### config.mk
export PLATFORM = sky130hd
export DESIGN_NAME = dbus_interconnect
export DESIGN_NICKNAME = d
export VERILOG_FILES = /design/src/rtl/dbus_interconnect.sv
export SDC_FILE = /design/constraint.sdc
export NUM_CORES = 1
export LEC_CHECK = 0
export ABC_AREA = 1
export BUFFER_PORTS_ARGS = -buffer_cell sky130_fd_sc_hd__buf_2
export CAP_MARGIN = 20
export CORE_AREA = 2 2 95 97
export DETAILED_ROUTE_END_ITERATION = 16
export DIE_AREA = 0 0 97 99
export PLACE_DENSITY = 0.7
export SETUP_SLACK_MARGIN = 0.1
export SLEW_MARGIN = 25
export SYNTH_ARGS = -nofsm -noshare
export SYNTH_HDL_FRONTEND = slang
export SYNTH_SLANG_ARGS = --single-unit
export TNS_END_PERCENT = 1
### constraint.sdc
create_clock -name clk_i -period 1.8 [get_ports clk_i]
set_input_delay 0.09 -clock clk_i [delete_from_list [all_inputs] [get_ports clk_i]]
set_output_delay 0.09 -clock clk_i [all_outputs]
set_load 0.05 [all_outputs]
### src/rtl/dbus_interconnect.sv
// dbus_interconnect: decodes the RV32i data port onto N wait-state slaves.
// Address, write data and byte lanes are broadcast to every slave. Only the
// decoded slave gets a re/we strobe. Its valid is returned to the core in the
// same cycle. Illegal or unmapped accesses get a one-cycle error response.
// Optional: define DBUS_TIMEOUT_EN to make a stuck BUSY end in an error
// response after TIMEOUT cycles.
module dbus_interconnect #(
    parameter int unsigned            N_SLAVES   = 2,
    parameter logic [N_SLAVES*32-1:0] BASE_ADDRS = {32'h0001_0000, 32'h0000_0000},
    parameter logic [N_SLAVES*32-1:0] SIZES      = {32'd4096, 32'd4096},
    parameter int unsigned            TIMEOUT    = 64,
    parameter logic [31:0]            ERR_DATA   = 32'h0000_0000
) (
    input  logic                     clk_i,
    input  logic                     resetn_i,
    input  logic [31:0]              m_add_i,
    input  logic [31:0]              m_di_i,
    input  logic                     m_we_i,
    input  logic                     m_re_i,
    input  logic [3:0]               m_ble_i,
    output logic [31:0]              m_do_o,
    output logic                     m_valid_o,
    output logic                     m_err_o,
    output logic [31:0]              s_add_o,
    output logic [31:0]              s_di_o,
    output logic [3:0]               s_ble_o,
    output logic [N_SLAVES-1:0]      s_we_o,
    output logic [N_SLAVES-1:0]      s_re_o,
    input  logic [N_SLAVES*32-1:0]   s_do_i,
    input  logic [N_SLAVES-1:0]      s_valid_i
);

    localparam int SEL_W = (N_SLAVES > 1) ? $clog2(N_SLAVES) : 1;

    typedef enum logic [1:0] {IDLE, BUSY, ERR, DONE} state_e;

    state_e             state_q, state_d;
    logic [SEL_W-1:0]   sel_q, sel_d;
    logic [N_SLAVES-1:0] hit;
    logic [31:0]        s_do_a [N_SLAVES];
    logic [SEL_W-1:0]   hit_idx;
    logic               any_hit;
    logic               req;
    logic               illegal;

`ifdef DBUS_TIMEOUT_EN
    localparam int TW = $clog2(TIMEOUT + 1);
    logic [TW-1:0] tmo_cnt_q, tmo_cnt_d;
`endif

    assign s_add_o = m_add_i;
    assign s_di_o  = m_di_i;
    assign s_ble_o = m_ble_i;

    assign req     = m_re_i | m_we_i;
    assign illegal = m_re_i & m_we_i;

    // Per-region hit uses the offset form so a region ending at 4 GiB cannot
    // overflow the compare.
    for (genvar k = 0; k < N_SLAVES; k++) begin : g_slv
        localparam logic [31:0] BASE = BASE_ADDRS[k*32 +: 32];
        localparam logic [31:0] SIZE = SIZES[k*32 +: 32];
        assign hit[k]    = (m_add_i >= BASE) && ((m_add_i - BASE) < SIZE);
        assign s_do_a[k] = s_do_i[k*32 +: 32];
    end

    // Priority encoder: when regions overlap, the lowest index wins.
    always_comb begin
        hit_idx = '0;
        any_hit = |hit;
        for (int k = N_SLAVES - 1; k >= 0; k--) begin
            if (hit[k]) hit_idx = SEL_W'(k);
        end
    end

    // State, selected slave and timeout counter registers.
    always_ff @(posedge clk_i or negedge resetn_i) begin
        if (!resetn_i) begin
            state_q   <= IDLE;
            sel_q     <= '0;
`ifdef DBUS_TIMEOUT_EN
            tmo_cnt_q <= '0;
`endif
        end else begin
            state_q   <= state_d;
            sel_q     <= sel_d;
`ifdef DBUS_TIMEOUT_EN
            tmo_cnt_q <= tmo_cnt_d;
`endif
        end
    end

    // Next-state logic: decode in IDLE, wait in BUSY, one-cycle ERR and DONE.
    always_comb begin
        state_d   = state_q;
        sel_d     = sel_q;
`ifdef DBUS_TIMEOUT_EN
        tmo_cnt_d = tmo_cnt_q;
`endif
        unique case (state_q)
            IDLE: begin
                if (req) begin
                    if (illegal || !any_hit) begin
                        state_d = ERR;
                    end else begin
                        sel_d   = hit_idx;
                        state_d = s_valid_i[hit_idx] ? DONE : BUSY;
`ifdef DBUS_TIMEOUT_EN
                        tmo_cnt_d = '0;
`endif
                    end
                end
            end
            BUSY: begin
                if (!req) begin
                    state_d = IDLE;
                end else if (s_valid_i[sel_q]) begin
                    state_d = DONE;
                end else begin
`ifdef DBUS_TIMEOUT_EN
                    if (tmo_cnt_q == TW'(TIMEOUT - 1)) state_d = ERR;
                    else tmo_cnt_d = tmo_cnt_q + TW'(1);
`endif
                end
            end
            ERR:     state_d = DONE;
            default: state_d = IDLE;
        endcase
    end

    // Outputs: strobes and response are combinational so a slave's valid
    // reaches the core with no added latency; reset forces everything low
    // immediately rather than waiting for the state register to settle.
    always_comb begin
        s_re_o    = '0;
        s_we_o    = '0;
        m_valid_o = 1'b0;
        m_err_o   = 1'b0;
        m_do_o    = '0;
        unique case (state_q)
            IDLE: begin
                if (req && !illegal && any_hit) begin
                    s_re_o[hit_idx] = m_re_i;
                    s_we_o[hit_idx] = m_we_i;
                    if (s_valid_i[hit_idx]) begin
                        m_valid_o = 1'b1;
                        m_do_o    = s_do_a[hit_idx];
                    end
                end
            end
            BUSY: begin
                if (req) begin
                    s_re_o[sel_q] = m_re_i;
                    s_we_o[sel_q] = m_we_i;
                    if (s_valid_i[sel_q]) begin
                        m_valid_o = 1'b1;
                        m_do_o    = s_do_a[sel_q];
                    end
                end
            end
            ERR: begin
                m_valid_o = 1'b1;
                m_err_o   = 1'b1;
                m_do_o    = ERR_DATA;
            end
            default: ;
        endcase
        if (!resetn_i) begin
            s_re_o    = '0;
            s_we_o    = '0;
            m_valid_o = 1'b0;
            m_err_o   = 1'b0;
            m_do_o    = '0;
        end
    end

endmodule

Yosys cells after proc, flatten, opt, wreduce, memory -nomap -nowiden

Index checks and enable logic that the tools add are counted.

Register bits after elaboration: 3
Input bits: 138
Output and inout port bits: 106
Logic and storage cells: 83

$add $sub $neg: 1
$lt $le $gt $ge: 10
Eq/ne operators: 4
Multiplexer cells: 44
Bitwise gates (word level): 9
Reduce and logical (&&, ||, !) cells: 13

Operators with widths:

| kind                     | count |
|---|---|
| $mux W32                 | 11 |
| $lt A32 B13 Y1 const B   | 2 |
| $pmux W32 S2             | 1 |
| $ge A32 B1 Y1 const B    | 1 |
| $ge A32 B17 Y1 const B   | 1 |
| $sub A32 B17 Y32 const B | 1 |
| $mux W2                  | 11 |
| $mux W1                  | 15 |
| $and A2 B2 Y2            | 4 |
| $pmux W2 S2              | 2 |
| $logic_and A1 B1 Y1      | 6 |
| $pmux W2 S3              | 1 |
| $ge A2 B2 Y1 const B     | 2 |
| $lt A1 B2 Y1 const B     | 2 |
| $not A1 Y2               | 2 |
| $ne A3 B3 Y1 const B     | 1 |
| $pmux W1 S3              | 1 |
| $reduce_and A3 Y1        | 1 |
| $demux W1 S1             | 2 |
| $eq A2 B1 Y1 const B     | 1 |
| $eq A2 B2 Y1 const B     | 1 |
| $ge A1 B1 Y1 const B     | 2 |
| $logic_not A1 Y1         | 2 |
| $logic_not A2 Y1         | 1 |
| 7 further kinds          | 7 |

Depth between registers and ports, before layout

Gate-level depths: netlist (run 1).

Depth in word-level cells: 13
Depth in mapped cells: 15
Gate-level depth less buffers: 14

Worst setup path before layout (run 1)

OpenSTA, ideal clock, no wires.

Kind: input -> output
From: in m_add_i[25]
To: out m_do_o[10]
Arrival: 2.204 ns
Data required time: 1.710 ns
Setup slack: -0.494 ns
Stages on the path: 12
Path buffers: 1
Cells stage by stage: nor2_1 > nand2_1 > nor2_1 > nand2_1 > nand2_1 > nand3_1 > nor2_4 > nand3_4 > a21oi_4 > buf_6 > nand3_1 > a21oi_1

Longest elaborated chain between the ends: 13
Elaborated cells between the ends (all ways): 21
Classes of those cells: add/sub: 1; order compare: 4; mux: 11; bitwise: 1; reduce/logical: 4

Ends and longest elaborated chain:

| item                                        | line | text |
|---|---|---|
| start, declared                             | 16   | `input logic [31:0] m_add_i,` |
| $sub A32 B17 Y32                            | 63   | `assign hit[k] = (m_add_i >= BASE) && ((m_add_i - BASE) < SIZE);` |
| $lt A32 B13 Y1                              | 63   |  |
| $logic_and A1 B1 Y1                         | 63   |  |
| $mux W1 (2 in a row)                        | 72   | `if (hit[k]) hit_idx = SEL_W'(k);` |
| $not A1 Y2 (implied by the code)            | 147  | `m_do_o = s_do_a[hit_idx];` |
| $mux W32 (implied by the code) (3 in a row) | 147  |  |
| $mux W32                                    | 145  | `if (s_valid_i[hit_idx]) begin` |
| $mux W32 (*)                                | 142  | `if (req && !illegal && any_hit) begin` |
| $pmux W32 S2 (*)                            | 140  | `unique case (state_q)` |
| $mux W32 (*)                                | 168  | `if (!resetn_i) begin` |
| end, declared                               | 21   | `output logic [31:0] m_do_o,` |

Mark *: on every way between the ends. The rest lies on a longest branch, timed or not. The select of a mux whose other input is x is not followed.

Worst setup path in the final report (run 1)

From: in m_add_i[16]
To: out m_do_o[11]

Same word-level chain as after synthesis.

==> results.py, run 1 <==
metrics = {
    "drt": {
        "avgViaCountPerCell": 5.24,
        "drc": 0,
        "via_count": 4080,
        "met3_length_um": 865,
        "dr.pass1.iters": 5,
        "top_layer": "met4",
        "wl_met2_um": 5930,
        "routedWlPerCell_um": 15.3,
        "wl_met1_um": 4700,
        "drtAntennaViolNets": 0,
        "drtIter0Drc": 293,
        "wirelength_um": 11900,
    },
    "worst_setup_path": {
        "ff2ff_path_depth": 5,
        "r2r_slack_ns": 0.64,
        "critPathKind": "in2out",
        "setup.worst_path.end_class": "output pin",
        "r2r_start": "sel_q",
        "worstPathCellList": "buf_8, nor2_4, nand2_4, nand2_1, o21ai_1, nor2_1, nand2_1, nor2_4, nand3_4, a21oi_4, buf_12, buf_12, nand3_4, a21oi_4, buf_6",
        "crit_buf_inv": 4,
        "slowest_stage": "nor2_4",
        "worstPathArrival_ns": 2.14,
        "path_max_fanout": 8,
        "cp_top_family": "simple AND/OR/NAND/NOR gates",
        "crit_path_start_kind": "input port",
        "startpoint": "m_add_i[16]",
        "worstReg2RegEnd": "state_q[1]",
        "cpPeakStageDelay_ns": 0.22,
        "required_ns": 1.71,
    },
    "timing": {
        "rsz0062_at_grt": "true",
        "hold_viol_final": 0,
        "slew_headroom_pct": 77.7,
        "period_minus_slack_ns": 2.23,
        "slew_viol_final": 0,
        "period_share_pct": 124,
        "timing.fmax_mhz": 448,
        "setup_violations": 36,
        "worst_pin_slew_ns": 0.331,
        "holdWs_ns": 0.180,
        "fin_ws_ns": -0.433,
        "finalClockSkew_ns": 0.00509,
    },
    "die": {
        "rows": 34,
        "coreArea_um2": 8550,
        "die_y_um": 99,
        "dieArea_um2": 9600,
        "initial_utilization_pct": 32.1,
        "ios": 244,
        "chipWidth_um": 97,
    },
    "run_status": {
        "status": "complete, but fails checks",
        "violations": "setup timing",
    },
    "global_route": {
        "grt_pass1_wl_um": 17400,
        "antenna_found_initial": 1,
        "grt_pass1_vias": 3914,
        "grt_usage_pct": 21.1,
        "grt_max_degree": 28,
        "gr-total-overflow": 0,
    },
    "yosys": {
        "ys_ff_latch": 3,
        "syn_inst": 550,
        "synth-simple-area-share_pct": 58.3,
        "ys_warn_count": 0,
        "yosys.area.top_type": "nand2_1",
        "avgSynthCellArea_um2": 4.99,
        "synthAdderAreaFrac_pct": 0.911,
        "synthMuxAreaShare_pct": 0,
        "synth_top_family_by_area": "simple AND/OR/NAND/NOR gates",
        "synth_xor_area_share_pct": 0,
        "synth.net_count": 690,
        "ys_types": 28,
        "synth_top_area_share_pct": 32.8,
        "synth_compound_area_share_pct": 9.25,
        "synth_top_cells_by_area": "nand2_1, buf_4, nand3_1",
        "synth_area_um2": 2750,
        "ys_seq_area_share_pct": 2.73,
    },
    "clock_network": {
        "clock_sinks": 3,
        "clk_path_buf_depth": 2,
        "cts-htree-levels": 1,
        "cts_root_buf": "clkbuf_8",
        "cts_tree": "built",
        "cts_buffers": 3,
        "insertion_delay_ns": 0.22,
    },
    "pwr": {
        "vdd_ir_drop_max_v": 0.000488,
        "power_density_nw_per_um2": 335,
        "p_leak_nw": 2.19,
    },
    "placement": {
        "port_buffers": 147,
        "dp_slack_ns": -0.428,
        "dp_hpwl_um": 8280,
        "place_congestion": 0.874,
        "place_inst": 761,
    },
    "layout": {
        "drive_gt1_share_pct": 48.1,
        "final_common_cell": "nand2_1",
        "mostFrequentLayoutCells": "nand2_1, buf_2, buf_4",
        "stdcell_count": 778,
        "fin_nets": 810,
        "nFillCells": 799,
        "syn2layout_area_growth_pct": 74.6,
    },
    "run": {
        "maxCapViolCount": 0,
    },
    "worst_hold_path": {
        "hold_end": "s_di_o[17]",
        "hp-start": "m_di_i[17]",
        "hold_class": "in2out",
        "whs_path_depth": 0,
    },
}
[layer usage]
metal,global-route usage [%],up-vias
li1,-,1950
met1,25.9,1846
met2,37.6,223
met3,3.19,61
met4,7.48,0
met5,0,-
[cells in the mapped netlist, drive strengths merged]
cell / count
nand4: 36
o21ai: 5
and2: 1
dfrtp: 3
buf: 83
clkbuf: 17
ha: 2
nor2: 34
inv: 31
a32oi: 2
clkinv: 1
a21oi: 40
nand3b: 1
nand2: 242
nor3b: 1
nand3: 48
nor4: 2
nor3: 1
[report_power, final]
| group | leakage, nW | internal, mW | switching (mW) |
|---|---|---|---|
| sequential | 0.0380 | 0.0914 | 0.0233 |
| clock | 0.0228 | 0.152 | 0.0536 |
| combinational | 2.13 | 0.476 | 0.809 |
| total | 2.19 | 0.720 | 0.886 |
[kinds of logic after synthesis]
| logic type | Yosys count |
|---|---|
| adders and majority gates | 2 |
| DFF | 3 |
| buffers and inverters | 132 |
| and+or+nand+nor | 366 |
| AOI/OAI and AO/OA | 47 |
[registers in the layout, summed over array words and instances (netlist names)]
name     cells
state_q      2
sel_q        1
[final cells by class]
cell class	count	area, um2	area share [%]
repair buffers	215	1830	38.1
inverters	32	126	2.64
well taps	108	135	2.82
clock buffers	4	45.0	0.939
multi-input cells	415	2580	53.9
flip-flops and latches	3	75.1	1.57
diodes	1	2.50	0.0522
[how the worst max path moves through the flow]
stage                             to  slack, ns  cells after the start
after floorplan           m_do_o[10]      -0.11                     12
after global placement     m_do_o[6]      -0.43                     16
after detailed placement  m_do_o[17]      -0.43                     14
after CTS                 m_do_o[17]      -0.36                     14
after global routing      m_do_o[21]      -0.49                     16
final                     m_do_o[11]      -0.43                     15
[per-stage QoR]
step	instance area [um2]	setup TNS, ns	util, %	power, mW
final	4790	-13.97	56.1	1.61
after global routing	4790	-16.63	56.1	1.71
after CTS	4280	-11.55	50.1	1.52
after detailed placement	3990	-14.76	46.6	1.25
after global placement	3990	-14.85	46.6	1.23
after floorplan	3140	-3.36	-	1.14
[what timing repair did]
item / in CTS / in global routing
setup endpoints to repair: 40 / 40
resized for setup: 75 / 77
setup buffers: 0 / 5
hold buffers: 1 / 0
hold endpoints to repair: 3 / 0
gates cloned: 0 / 6
pin swaps: 1 / 24
(Power assumes the default switching activity.)
==> run 2: changes to the inputs <==
Settings changed: SKIP_CTS_REPAIR_TIMING set to 1.
==> run 2 against run 1 <==
  * The flow still finishes with violations (setup timing)
  * Register-to-register slack about the same
  * Clock power about the same
  * Cell area increased by 0.76%
  * Critical path depth stayed put
  * First-iteration DRC count is 1.0% lower
  * Worst hold slack stayed put
  * Highest routed layer unchanged
==> results.py, run 2 (same netlist as run 1, synthesis figures left out) <==
metrics = {
    "timing": {
        "period_minus_slack_ns": 2.23,
        "period_share_pct": 124,
        "timing.fmax_mhz": 448,
        "setup_tns_ns": -14.18,
        "slew_headroom_pct": 78.4,
        "finalClockSkew_ns": 0.00494,
        "slew_viol_final": 0,
        "fin_ws_ns": -0.434,
        "setup_violations": 36,
        "hold_viol_final": 0,
        "rsz0062_at_grt": "true",
        "worst_pin_slew_ns": 0.321,
    },
    "worst_hold_path": {
        "hold_class": "in2out",
        "hp-start": "m_di_i[17]",
    },
    "layout": {
        "seq_area_um2": 75.1,
        "fin_nets": 810,
        "mostFrequentLayoutCells": "nand2_1, buf_2, buf_4",
        "multi_input_area_um2": 2620,
        "design_area_um2": 4830,
        "syn2layout_area_growth_pct": 75.9,
        "final_common_cell": "nand2_1",
        "largest_reg_flops": 2,
        "largest_register": "state_q",
        "final_util_pct": 56.5,
        "nFillCells": 787,
        "reg_top3": "state_q x2, sel_q x1",
        "drive_gt1_share_pct": 48.0,
    },
    "die": {
        "coreArea_um2": 8550,
        "rows": 34,
        "dieArea_um2": 9600,
        "die_y_um": 99,
        "initial_utilization_pct": 32.1,
        "ios": 244,
        "chipWidth_um": 97,
    },
    "worst_setup_path": {
        "worstPathArrival_ns": 2.14,
        "startpoint": "m_add_i[16]",
        "r2r_start": "sel_q",
        "required_ns": 1.71,
        "setup.worst_path.end_class": "output pin",
        "critPathKind": "in2out",
        "crit_path_start_kind": "input port",
        "path_max_fanout": 8,
    },
    "pwr": {
        "power_density_nw_per_um2": 334,
        "p_sw_uw": 890,
        "p_leak_nw": 2.19,
        "power_mw": 1.62,
        "vdd_ir_drop_max_v": 0.000511,
        "pwr-share-clk_pct": 12.7,
        "seqPwrFrac_pct": 7.1,
        "p_comb_share_pct": 80.1,
        "p_sw_share_pct": 55.1,
        "p_int_uw": 726,
    },
    "clock_network": {
        "clock_sinks": 3,
        "cts_buffers": 3,
        "cts_tree": "built",
        "cts-htree-levels": 1,
        "cts_root_buf": "clkbuf_8",
        "clk_path_buf_depth": 2,
        "insertion_delay_ns": 0.22,
    },
    "drt": {
        "drtAntennaViolNets": 0,
        "drtIter0Drc": 290,
        "routedWlPerCell_um": 15.3,
        "avgViaCountPerCell": 5.33,
        "drc": 0,
        "dr.pass1.iters": 5,
        "wirelength_um": 11900,
        "via_count": 4145,
    },
    "placement": {
        "place_congestion": 0.874,
        "port_buffers": 147,
        "dp_hpwl_um": 8280,
        "dp_slack_ns": -0.428,
        "dpl_cell_area_um2": 3990,
    },
    "run": {
        "maxCapViolCount": 0,
    },
    "global_route": {
        "antenna_found_initial": 1,
        "grt_pass1_vias": 3832,
        "grt_max_degree": 28,
        "grt_usage_pct": 20.8,
        "grt_pass1_wl_um": 17100,
        "gr-total-overflow": 0,
    },
    "run_status": {
        "violations": "setup timing",
        "status": "complete, but fails checks",
    },
}
==> run 2: cell types whose count changed in the layout (fill, tap and decap cells not counted) <==
cell	previous run	this run
buf_6	37	38
buf_12	19	20
clkbuf_4	0	1
nand3_4	8	13
buf_8	4	2
buf_4	43	42
nor2_1	18	19
nor2_2	8	7
nand3_2	30	25
==> run 2: final cells by class <==
cell class	count	area share (%)
multi-input cells	415	54.2
diodes	1	0.0518
flip-flops and latches	3	1.55
clock buffers	4	0.932
repair buffers	215	37.8
inverters	32	2.62
well taps	108	2.80
==> run 2: worst paths after layout <==
kind                       cells after the start         end  slack (ns)
max                                           15   m_do_o[8]       -0.43
max reg2reg                                    5  state_q[1]        0.64
min in group asynchronous                      2  state_q[1]        0.24
min reg2reg                                    3  state_q[0]        0.58
min                                            0  s_di_o[17]        0.18
max in group asynchronous                      2       sel_q        1.40
==> run 2: critical path, stage by stage <==
cell	delay, ns
buf_8	0.10
nor2_4	0.23
nand2_4	0.10
nand2_1	0.12
o21ai_1	0.08
nor2_1	0.13
nand2_1	0.11
nor2_4	0.17
nand3_4	0.12
a21oi_4	0.18
buf_12	0.15
buf_12	0.15
nand3_2	0.11
a21oi_4	0.14
buf_6	0.17
==> run 2: stage by stage <==
stage          hold slack (ns)  instances
2_1_floorplan           -0.206        550
3_3_place_gp           -0.0923        761
3_5_place_dp           -0.0905        761
4_1_cts                 -0.316        765
5_1_grt                  0.180        778
6_report                 0.180        778
==> run 2: per-layer routing <==
layer  share of wire (%)  vias to the layer above  routed length, um  track usage (%)
li1                    -                     1958                  -                -
met1                  39                     1903               4660             25.4
met2                  50                      226               5960             36.9
met3                 7.4                       58                885             3.26
met4                 3.1                        0                374             7.48
met5                   0                        -                  0                0
==> run 2: power groups by stage <==
stage / registers, mW / logic [mW] / clock network, mW
after global routing: 0.117 / 1.39 / 0.214
after CTS: 0.114 / 1.14 / 0.199
final: 0.115 / 1.29 / 0.206
after global placement: 0.113 / 1.12 / 0
after floorplan: 0.109 / 1.03 / 0
after detailed placement: 0.113 / 1.13 / 0
